[config.mk]
export PLATFORM = sky130hd
export DESIGN_NAME = gate_selftest
export DESIGN_NICKNAME = d
export VERILOG_FILES = /design/src/rtl/gate_selftest.sv
export SDC_FILE = /design/constraint.sdc
export NUM_CORES = 1
export LEC_CHECK = 0
export BUFFER_PORTS_ARGS = -buffer_cell sky130_fd_sc_hd__buf_2
export CAP_MARGIN = 20
export CORE_MARGIN = 2
export CORE_UTILIZATION = 32
export DETAILED_ROUTE_END_ITERATION = 8
export HOLD_SLACK_MARGIN = 0.05
export PLACE_DENSITY_LB_ADDON = 0.05
export SETUP_SLACK_MARGIN = 0.5
export SKIP_CTS_REPAIR_TIMING = 1
export SYNTH_ARGS = -nofsm -noshare
export SYNTH_HDL_FRONTEND = slang
export SYNTH_SLANG_ARGS = --single-unit
[constraint.sdc]
create_clock -name clk -period 2.4 [get_ports clk]
set_input_delay 0.48 -clock clk [delete_from_list [all_inputs] [get_ports clk]]
set_output_delay 0.48 -clock clk [all_outputs]
set_load 0.05 [all_outputs]
[src/rtl/gate_selftest.sv]
// gate_selftest: drives four input vectors into a 2-input gate, samples it.
// Ports: clk, rst_n, start, dut_out in; dut_in1/2, busy, done, pass, err_count, fail_vec out.
module gate_selftest #(
  parameter int         HOLD_CYCLES = 10,
  parameter logic [3:0] EXPECT_TT   = 4'b1000
) (
  input  logic       clk,
  input  logic       rst_n,
  input  logic       start,
  input  logic       dut_out,
  output logic       dut_in1,
  output logic       dut_in2,
  output logic       busy,
  output logic       done,
  output logic       pass,
  output logic [2:0] err_count,
  output logic [3:0] fail_vec
);

  typedef enum logic [1:0] {
    IDLE,
    RUN,
    DONE
  } state_t;

  localparam logic [7:0] HOLD_LAST = 8'(HOLD_CYCLES - 1);

  state_t     state, state_n;
  logic [1:0] idx, idx_n;
  logic [7:0] hold, hold_n;
  logic       in1_n, in2_n;
  logic       busy_n, done_n, pass_n;
  logic [2:0] err_n;
  logic [3:0] fail_n;
  logic       miss;

  always_ff @(posedge clk or negedge rst_n) begin
    if (!rst_n) begin
      state     <= IDLE;
      idx       <= '0;
      hold      <= '0;
      dut_in1   <= 1'b0;
      dut_in2   <= 1'b0;
      busy      <= 1'b0;
      done      <= 1'b0;
      pass      <= 1'b0;
      err_count <= '0;
      fail_vec  <= '0;
    end else begin
      state     <= state_n;
      idx       <= idx_n;
      hold      <= hold_n;
      dut_in1   <= in1_n;
      dut_in2   <= in2_n;
      busy      <= busy_n;
      done      <= done_n;
      pass      <= pass_n;
      err_count <= err_n;
      fail_vec  <= fail_n;
    end
  end

  always_comb begin
    state_n = state;
    idx_n   = idx;
    hold_n  = hold;
    in1_n   = dut_in1;
    in2_n   = dut_in2;
    busy_n  = busy;
    done_n  = done;
    pass_n  = pass;
    err_n   = err_count;
    fail_n  = fail_vec;
    miss    = 1'b0;
    case (state)
      IDLE, DONE: begin
        if (start) begin
          state_n = RUN;
          idx_n   = '0;
          hold_n  = '0;
          in1_n   = 1'b0;
          in2_n   = 1'b0;
          busy_n  = 1'b1;
          done_n  = 1'b0;
          pass_n  = 1'b0;
          err_n   = '0;
          fail_n  = '0;
        end
      end
      RUN: begin
        if (hold == HOLD_LAST) begin
          // last hold cycle of this vector: sample and move on
          miss   = dut_out != EXPECT_TT[idx];
          hold_n = '0;
          if (miss) begin
            fail_n[idx] = 1'b1;
            err_n       = err_count + 3'd1;
          end
          if (idx == 2'd3) begin
            state_n = DONE;
            busy_n  = 1'b0;
            done_n  = 1'b1;
            pass_n  = (err_n == 3'd0);
            in1_n   = 1'b0;
            in2_n   = 1'b0;
          end else begin
            idx_n = idx + 2'd1;
            in1_n = idx_n[0];
            in2_n = idx_n[1];
          end
        end else begin
          hold_n = hold + 8'd1;
        end
      end
      default: state_n = IDLE;
    endcase
  end

endmodule

# After elaboration in Yosys (flattened, before gate mapping)
# Index checks and enable logic that the tools add are counted.
[classes]
n_addsub = 3
magnitude_cmp = 2
eq_ne = 10
mux = 42
n_bitwise = 1
reduce_logical = 11
[op_table]
columns = ["operator", "n"]
rows = [
  ["$mux 8", 2],
  ["$pmux 8 s2", 1],
  ["$mux 3", 5],
  ["$mux 1", 14],
  ["$mux 2", 6],
  ["$mux 4", 3],
  ["$reduce_and 4->1", 3],
  ["$ne 2x2->1 const B", 5],
  ["$pmux 1 s2", 5],
  ["$add 8x1->8 const B", 1],
  ["$eq 8x4->1 const B", 1],
  ["$pmux 2 s2", 2],
  ["$pmux 4 s2", 1],
  ["$pmux 3 s2", 1],
  ["$reduce_and 3->1", 2],
  ["$eq 2x2->1 const B", 2],
  ["$or 4x4->4", 1],
  ["$add 3x1->3 const B", 1],
  ["$logic_not 3->1", 1],
  ["$lt 2x3->1 const B", 1],
  ["$add 2x1->2 const B", 1],
  ["$bmux 1 s2", 1],
  ["$demux 1 s2", 1],
  ["$eq 2x1->1 const B", 1],
  ["7 further kinds", 7],
]
[word_totals]
reg_bits = 24
output_inout_bits = 12

# Depth between registers and ports, before layout
# Gate-level depths: netlist of the first run.
[logic_depth]
word_depth = 10
ltp_mapped = 6
depth_no_buf = 6

# Least setup slack after synthesis of the first run
# No wires, ideal clock.
[synth_timing]
kind = "register to register"
startpoint = "reg hold[1]"
endpoint = "reg err_count[2]"
setup_time_ns = 0.151
t_arrival_ns = 1.691
required_ns = 2.249
slack_ns = 0.558
path_stages_with_launch = 7
period_less_slack_ns = 1.842
cell_sequence = "dfrtp_1 inv_1 ha_1 or4b_4 nor4_4 nand2_2 mux2i_1"
[synth_between]
elab_chain_len = 3
[synth_rtl]
columns = ["element", "line", "text"]
rows = [
  ["from (decl)", "30", "logic [7:0] hold, hold_n;"],
  ["from (signal assigned)", "52", "hold <= hold_n;"],
  ["$eq 8x4->1", "91", "if (hold == HOLD_LAST) begin"],
  ["$ne 2x2->1 (no line)", "--", ""],
  ["$reduce_and 3->1 (no line)", "--", ""],
  ["to (signal assigned)", "58", "err_count <= err_n;"],
  ["to (decl)", "16", "output logic [2:0] err_count,"],
]
# Every way passes these cells.
# A chain may end at the register's enable or synchronous reset.

# Worst setup path in the final report of the first run
[layout_timing]
startpoint = "reg hold[1]"
endpoint = "reg dut_in1"
[layout_between]
elab_chain_len = 3
[layout_rtl]
columns = ["element", "line", "text"]
rows = [
  ["$eq 8x4->1", "91", ""],
  ["$ne 2x2->1 (no line)", "--", ""],
  ["$reduce_and 3->1 (no line)", "--", ""],
  ["to (signal assigned)", "53", "dut_in1 <= in1_n;"],
  ["to (decl)", "11", "output logic dut_in1,"],
]
# Every way passes these cells.

==> reports/results.ini, run 1 <==
[power_and_ir_drop]
power.share.switching_pct=46.0
peakVddDrop_uv=541
power_density_nw_per_um2=1230
total_power_mw=1.83
pwr-share-comb_pct=47.6
intPower_uw=990
p_leak_nw=0.698
power.net_switching_uw=842
seq_power_share_pct=39.5
clkPwrFrac_pct=13.0

[global_route]
grt_usage_pct=14.0
grt_pass1_vias=928
grt_max_degree=25
antenna_found_initial=0
grt_pass1_wl_um=4540
grt_overflow=0
grt.met3_usage_pct=4.26
grt_use_met1_pct=18.9
use_met2_pct=21.1
busiest_layer=met2

[layout]
drive_above_1_share_pct=27.1
seqCellArea_sq_um=602
nets=153
layout_common_cells=dfrtp_1, buf_2, nand2_1
layout_commonest_cell=dfrtp_1
diodes=0
syn2layout_area_growth_pct=21.8
multi_input_area_sq_um=634
nFillCells=373

[clocking]
htree_num_levels=1
cts_root_buf=clkbuf_8
clk_pin_slew_worst_paths_ps=90
clk-insertion-delay-late_ps=270
cts_sinks=24
numCtsBuffers=3
cts_tree=built
clockBufferDepth=2

[synth]
synthTopCellsByArea=dfrtp_1, ha_1, nand2_1
yosysSeqAreaShare_pct=48.9
yosys_warnings=0
synth_top_area_share_pct=48.9
synth_async_sr_flop_share_pct=100
synth_nets=128
synthCells=117
ys_types=35
synth_seq_cells=24
synth_top_cell_by_area=dfrtp_1
synth_area_sq_um=1230
synth_edf_count=0
avgSynthCellArea_sq_um=10.5
synth_ff_type=dfrtp_1

[worst_setup_path]
cp_data_required_time_ps=2600
r2r_end=dut_in1
critPathMaxStageDelay_ps=530
path_delay_family=simple AND/OR/NAND/NOR gates
r2r_start=hold[1]
end_kind=register
startpoint=hold[1]
critPathMaxFanout=6
rr_worst_depth=6
critPathArrivalTime_ps=2080
path_cells=inv_2 > ha_4 > or4b_4 > o31ai_4 > nor4b_4 > a21o_1
ff2ff_setup_slack_ps=530
worstSetupPathType=register to register
crit_slowest_cell=or4b_4
start_kind=register
worst-path-buf-inv=1

[timing]
skew_ps=11.9
setup_violations=0
fin_ws_ps=526
fin_tns_setup_ps=0
whs_ps=179
rsz0062_at_grt=yes
slew_headroom_pct=62.9
worstMarginPinSlew_ps=556
fin_crit_ps=1870
slew_viol_final=0
fmax_ghz=0.534
hold_viol=0
fin_crit_sh_pct=78.1

[drt]
drt_iter0_markers=55
drt_first_pass_iters=4
drc=0
ant_nets=0
wl_um=2560
via_per_inst=4.96
wire_per_inst_um=13.6
vias=932

[floorplanning]
die_x_um=65.9
die_y_um=65.9
rows=22
core_sq_um=3660
dieArea_sq_um=4350
io_pins=16
initial_core_util_pct=33.5

[status]
status=complete, no violations

[placed_design]
numPortBuffers=15
hpwl_um=1800
place.gp.congestion=0.783
place_ws_ps=323

[min_path]
hold_class=primary input to async pin

[flow_run]
drv_cap=0

==> per-stage QoR <==
step,area (sq um),std cells,utilization (%)
3_3_place_gp,1370,179,37.4
2_1_floorplan,1230,117,-
3_5_place_dp,1370,179,37.4
5_1_grt,1500,188,40.8
4_1_cts,1410,182,38.6
6_report,1500,188,40.8
==> cell usage after synthesis, drive strengths merged, types with 3 or more instances <==
| cell type | number |
|---|---|
| nor2 | 10 |
| nand3 | 3 |
| ha | 7 |
| nand2 | 13 |
| nand2b | 3 |
| a21oi | 6 |
| o21ai | 9 |
| a21o | 4 |
| inv | 4 |
| xor2 | 3 |
| dfrtp | 24 |
| clkbuf | 4 |
==> metal layers <==
layer | wire, um | part of all wire (%)
met1 | 1230 | 48
met2 | 1170 | 46
met3 | 123 | 4.8
met4 | 30 | 1.2
met5 | 0 | 0
==> state kept, by name, indices dropped and copies added (netlist names) <==
register	flops
busy	1
done	1
dut_in1	1
dut_in2	1
err_count	3
fail_vec	4
hold	8
idx	2
pass	1
state	2
==> worst max path at each step <==
stage          cells after the start  slack, ps           end
5_1_grt                            6        450       dut_in1
2_1_floorplan                      6        560  err_count[2]
3_5_place_dp                       6        320          busy
3_3_place_gp                       6        360          busy
6_report                           6        530       dut_in1
4_1_cts                            6        310          busy
==> final cells by class <==
| cell class | instances | share of cell area (%) |
|---|---|---|
| sequential | 24 | 40.3 |
| tap | 48 | 4.02 |
| timing repair buffer | 24 | 9.54 |
| clock buffer | 3 | 2.76 |
| multi-input combinational | 85 | 42.4 |
| inverter | 4 | 1.00 |
==> kinds of logic (layout without fill, tap and decap cells) <==
kind of cell               Yosys count  after routing  synth area share [%]
xor gates and xnor gates             5              5                  3.57
muxes                                2              2                  1.63
and+or+nand+nor                     42             42                  20.3
AOI/OAI and AO/OA                   29             29                  16.0
buffers and inverters                8             31                  2.45
adders and majority gates            7              7                  7.14
DFF                                 24             24                  48.9
==> power by group through the flow <==
stage / clock network [mW] / logic, mW / registers [mW]
global placement: 0 / 0.793 / 0.721
floorplan: 0 / 0.367 / 0.952
CTS: 0.252 / 0.797 / 0.716
finish: 0.238 / 0.871 / 0.723
detailed placement: 0 / 0.792 / 0.724
global route: 0.265 / 0.969 / 0.749
No activity file was read; power rests on OpenSTA's default activity.
==> inputs of run 2 (changes only) <==
Settings changed: ABC_AREA set to 1.
Clock period 2.4 ns to 1.7 ns, I/O delays scaled along.
==> run 2 against run 1 <==
Against the previous run: synthesized cell count grew 47%; critical path type unchanged; total power grew 50%; setup slack worse by 280 ps; design area rose by 26%; combinational power increased by 60%; sequential cell count stayed put; highest routed layer unchanged; register-to-register slack lost 280 ps; hold slack got worse by 130 ps; die area grew 9.7%; synthesized area is 10% higher; clock power up 49%; core utilization is 5.9 points higher; critical endpoint is now hold[1].
==> reports/results.ini, run 2 <==
[flow_run]
drv_cap=0  ; unchanged

[drt]
vias=1203  ; +29%
drt_iter0_markers=51  ; -7.3%
wire_per_inst_um=12.4  ; -8.8%
via_per_inst=4.70  ; -5.2%
drt_first_pass_iters=4  ; unchanged
drc=0  ; unchanged
wl_um=3170  ; +24%
ant_nets=0  ; unchanged

[timing]
rsz0062_at_grt=yes
fin_ws_ps=249  ; -276 ps
fin_crit_sh_pct=85.3  ; +7.2 points
fmax_ghz=0.689  ; +29%
hold_viol=0  ; unchanged
fin_crit_ps=1450  ; -424 ps
skew_ps=4.60  ; -7.29 ps
worstMarginPinSlew_ps=552  ; -4.04 ps
slew_viol_final=0  ; unchanged
slew_headroom_pct=63.2  ; +0.27 points
setup_violations=0  ; unchanged

[power_and_ir_drop]
seq_power_share_pct=36.5  ; -3.0 points
clkPwrFrac_pct=12.9  ; about the same
power_density_nw_per_um2=1460  ; +19%
intPower_mw=1.54  ; +55%
p_leak_nw=0.896  ; +28%
peakVddDrop_uv=900  ; +66%
pwr-share-comb_pct=50.6  ; +3.0 points
total_power_mw=2.75  ; +50%
power.share.switching_pct=44.1  ; -1.9 points
power.net_switching_mw=1.21  ; +44%

[clocking]
htree_num_levels=1  ; unchanged
cts_tree=built
clockBufferDepth=2  ; unchanged
numCtsBuffers=3  ; unchanged
clk-insertion-delay-late_ps=270  ; about the same
cts_sinks=24  ; unchanged
clk_pin_slew_worst_paths_ps=90  ; about the same
cts_root_buf=clkbuf_8

[placed_design]
place_ws_ps=6.75  ; -316 ps
hpwl_um=2210  ; +23%
place.gp.congestion=0.804  ; +2.7%
dpl.cell_count=236  ; +32%
numPortBuffers=15  ; unchanged

[min_path]
hold_class=primary input to async pin

[worst_setup_path]
critPathMaxFanout=6  ; unchanged
end_kind=register
critPathMaxStageDelay_ps=410  ; -120 ps
ff2ff_setup_slack_ps=250  ; -280 ps
critPathArrivalTime_ps=1610  ; -470 ps
crit_slowest_cell=dfrtp_1
cp_data_required_time_ps=1850  ; -750 ps
path_cells=inv_2 > ha_4 > nand3_4 > o21ai_4 > buf_6 > buf_4 > o22ai_1
worstSetupPathType=register to register
start_kind=register

[floorplanning]
initial_core_util_pct=33.6  ; +0.075 points
die_y_um=69.0  ; +4.7%
core_sq_um=4030  ; +10%
die_x_um=69.0  ; +4.7%
io_pins=16  ; unchanged
rows=23  ; +4.5%
dieArea_sq_um=4770  ; +9.7%

[synth]
ys_types=22  ; -37%
synth_edf_count=0  ; unchanged
yosysMostFrequentCell=nand2_1
synth_top_cell_by_area=dfrtp_1
netlist_top_cells_count=nand2_1, dfrtp_1, inv_1, nor2_1, nand3_1
synth_nets=183  ; +43%
synth_top_area_share_pct=44.4  ; -4.6 points
synth_area_sq_um=1350  ; +10%
synthCells=172  ; +47%
yosysSeqAreaShare_pct=44.4  ; -4.6 points
yosys_warnings=0  ; unchanged
synth_ff_type=dfrtp_1
synth_async_sr_flop_share_pct=100  ; unchanged
avgSynthCellArea_sq_um=7.87  ; -25%
synth_seq_cells=24  ; unchanged
synthTopCellsByArea=dfrtp_1, nand2_1, ha_1

[status]
status=complete, no violations

[layout]
syn2layout_area_growth_pct=39.2
layout_commonest_cell=nand2_1
drive_above_1_share_pct=36.9  ; +9.8 points
largest_registers=hold: 8 flops, fail_vec: 4 flops, err_count: 3 flops
nets=218  ; +42%
layout.cells.non_filler=256  ; +36%
layout_common_cells=nand2_1, dfrtp_1, buf_4
largest-register=hold
diodes=0  ; unchanged
largest_register_ffs=8  ; unchanged

[global_route]
grt_max_degree=25  ; unchanged
antenna_found_initial=0  ; unchanged
grt_pass1_vias=1111  ; +20%
grt_usage_pct=13.6  ; -0.45 points
grt_pass1_wl_um=5170  ; +14%
grt_overflow=0  ; unchanged

## run 2: kinds of logic (layout without fill, tap and decap cells)
kind of cell | Yosys count | in the layout | synth area share [%]
buffers and inverters | 20 | 54 | 6.84
AO/OA/AOI/OAI | 14 | 14 | 5.82
XOR/XNOR | 2 | 2 | 1.29
adder cells (fa/ha/maj) | 7 | 7 | 6.47
AND/OR/NAND/NOR | 105 | 105 | 35.2
flip-flops | 24 | 24 | 44.4
## run 2: layout make-up
class / count / area (sq um)
Sequential cell: 24 / 608
Tap cell: 50 / 62.6
Timing Repair Buffer: 31 / 274
Fill cell: 404 / 2140
Multi-Input combinational cell: 128 / 811
Clock buffer: 4 / 45.0
Inverter: 19 / 83.8
## run 2: power by group through the flow
| stage | logic (mW) | clock network, mW | registers (mW) |
|---|---|---|---|
| after floorplan | 0.520 | 0 | 1.20 |
| after global placement | 0.984 | 0 | 0.983 |
| after detailed placement | 0.996 | 0 | 0.985 |
| after CTS | 1.00 | 0.367 | 0.976 |
| after global routing | 1.56 | 0.394 | 1.03 |
| final | 1.39 | 0.355 | 1.00 |
## run 2: final timing paths
path                         start  endpoint  cells past startpoint
max                        hold[1]   hold[1]                      7
min                          rst_n   hold[5]                      1
max in group asynchronous    rst_n    idx[1]                      1
min in group clk             start      busy                      3
max reg2reg                hold[1]   hold[1]                      7
min reg2reg                   done      done                      2
## run 2: metal layers
layer  vias up  routed length, um  global-route usage, %
met1       558               1560                   17.7
met4         0                 56                   6.10
met2        19               1480                   22.0
met5         -                  0                      0
met3         5                 76                   2.19
li1        621                  -                      -
## run 2: critical path: cells and delay by family (launching register included)
family	cells	cell delay [ps]
AOI/OAI and AO/OA	2	350
adders and majority gates	1	130
buffers and inverters	3	380
DFF	1	410
and+or+nand+nor	1	70
## run 2: metrics by stage
stage | util [%] | area (sq um) | setup TNS [ps] | hold slack (ps)
2_1_floorplan | - | 1390 | 0 | 44.4
3_3_place_gp | 37.6 | 1520 | 0 | 370
3_5_place_dp | 37.6 | 1520 | 0 | 371
4_1_cts | 38.7 | 1560 | -21.8 | 70.6
5_1_grt | 46.8 | 1880 | 0 | 91.4
6_report | 46.8 | 1880 | 0 | 48.5
==> inputs of run 3 (changes only) <==
Clock period 1.7 ns to 1.83 ns, I/O delays scaled along.
==> run 3 against run 2 <==
Against the previous run: largest power group unchanged; sequential cell count unchanged; total power decreased by 13%; critical path type unchanged; highest routed layer unchanged; die area unchanged; critical endpoint is now fail_vec[2].
==> reports/results.ini, run 3 (synthesis gave the netlist of run 2 again) <==
[layout]
largest_register_ffs=8  ; unchanged
layout_commonest_cell=nand2_1
drive_above_1_share_pct=35.5  ; -1.4 points
final_util_pct=43.6  ; -3.2 points
syn2layout_area_growth_pct=29.8
largest-register=hold
final_cell_area_sq_um=1760  ; -6.8%
layout_common_cells=nand2_1, dfrtp_1, inv_1, nor2_1, nand3_1
nFillCells=430  ; +6.4%
diodes=0  ; unchanged
nets=212  ; -2.8%
largest_registers=hold: 8 flops, fail_vec: 4 flops, err_count: 3 flops

[global_route]
grt_overflow=0  ; unchanged
antenna_found_initial=0  ; unchanged
grt_max_degree=25  ; unchanged
grt_pass1_wl_um=5090  ; -1.5%
grt_pass1_vias=1131  ; +1.8%
grt_usage_pct=12.9  ; -0.66 points

[clocking]
htree_num_levels=1  ; unchanged
cts_sinks=24  ; unchanged
numCtsBuffers=3  ; unchanged
clockBufferDepth=2  ; unchanged
clk_pin_slew_worst_paths_ps=90  ; about the same
cts_tree=built
clk-insertion-delay-late_ps=270  ; about the same
cts_root_buf=clkbuf_8

[drt]
vias=1155  ; -4.0%
drt_iter0_markers=39  ; -24%
drc=0  ; unchanged
ant_nets=0  ; unchanged
wire_per_inst_um=12.0  ; -3.4%
wl_um=2990  ; -5.7%
drt_first_pass_iters=4  ; unchanged
via_per_inst=4.62  ; -1.7%

[worst_setup_path]
worst-path-buf-inv=2  ; -1
start_kind=register
cp_data_required_time_ps=1990  ; +140 ps
critPathMaxStageDelay_ps=410  ; about the same
ff2ff_setup_slack_ps=440  ; +190 ps
worstSetupPathDepth=8  ; +1
critPathArrivalTime_ps=1550  ; -60 ps
r2r_start=hold[1]
path_delay_family=flip-flops
end_kind=register
crit_slowest_cell=dfrtp_1
critPathMaxFanout=7  ; +1
worstSetupPathType=register to register
r2r_end=fail_vec[2]
path_cells=inv_2 > ha_4 > nand3_4 > o21ai_4 > buf_6 > nand3_4 > nand2_1 > nand2_1
rr_worst_depth=8  ; +1

[power_and_ir_drop]
seq_power_share_pct=38.1  ; +1.6 points
power.net_switching_mw=1.05  ; -13%
peakVddDrop_uv=677  ; -25%
clkPwrFrac_pct=15.1  ; +2.2 points
pwr-share-comb_pct=46.8  ; -3.8 points
intPower_mw=1.34  ; -13%
power.share.switching_pct=44.0  ; -0.12 points
power_density_nw_per_um2=1370  ; -6.4%
p_leak_nw=0.856  ; -4.4%

[timing]
rsz0062_at_grt=yes
hold_viol=0  ; unchanged
fin_crit_ps=1390  ; -59.2 ps
fin_crit_sh_pct=76.0  ; -9.3 points
slew_headroom_pct=62.7  ; -0.49 points
slew_viol_final=0  ; unchanged
fin_ws_ps=438  ; +189 ps
skew_ps=5.97  ; +1.37 ps
worstMarginPinSlew_ps=560  ; +7.36 ps
setup_violations=0  ; unchanged
fin_tns_setup_ps=0  ; unchanged
fmax_ghz=0.719  ; +4.3%

[placed_design]
place_area_sq_um=1500  ; -1.3%
hpwl_um=2200  ; -0.55%
place.gp.congestion=0.754  ; -6.2%
place_ws_ps=286  ; +279 ps
numPortBuffers=15  ; unchanged

[flow_run]
drv_cap=0  ; unchanged

[floorplanning]
die_y_um=69.0  ; unchanged
dieArea_sq_um=4770  ; unchanged
initial_core_util_pct=33.6  ; unchanged
core_sq_um=4030  ; unchanged
io_pins=16  ; unchanged
die_x_um=69.0  ; unchanged
rows=23  ; unchanged

[status]
status=complete, no violations

[min_path]
hold_class=primary input to async pin

## run 3: cell count changes in the layout (fill, tap and decap cells not counted), sizes merged
cell / change
buf: -8
clkbuf: +2
## run 3: layout make-up
class                      instances  area (sq um)  area share, %
clock buffer                       4          55.1           3.13
inverter                          19          83.8           4.77
multi-input combinational        128           778           44.3
sequential                        24           609           34.7
tap                               50          62.6           3.56
timing repair buffer              25           168           9.54
## run 3: worst register-to-register path, cell delays in order, from the launching register on
cell     delay [ps]
dfrtp_1         410
inv_2            90
ha_4            140
nand3_4          80
o21ai_4         230
buf_6           170
nand3_4          70
nand2_1          60
nand2_1          50
## run 3: worst max path at each step
stage,slack [ps],from,endpoint
after detailed placement,290,hold[1],hold[3]
after global placement,330,hold[1],hold[2]
after CTS,270,hold[1],hold[3]
after global routing,340,hold[1],idx[0]
final,440,hold[1],fail_vec[2]
after floorplan,530,hold[1],pass
## run 3: metal layers
layer,global-route usage (%),wire (um)
met5,0,0
met4,3.27,23
met3,1.46,45
met2,22.6,1490
met1,16.8,1440
## run 3: power groups by stage
| stage | Sequential (mW) | Combinational, mW | Clock, mW |
|---|---|---|---|
| after detailed placement | 0.899 | 0.901 | 0 |
| after global placement | 0.897 | 0.891 | 0 |
| after global routing | 0.941 | 1.24 | 0.406 |
| final | 0.914 | 1.12 | 0.361 |
| after floorplan | 1.10 | 0.471 | 0 |
| after CTS | 0.890 | 0.903 | 0.384 |
## run 3: stage by stage
step                total power, mW  cells  hold slack, ps
floorplan                      1.57    172            70.4
global placement               1.79    237             395
detailed placement             1.80    237             404
CTS                            2.18    241             101
global route                   2.59    250             119
finish                         2.40    250            80.2
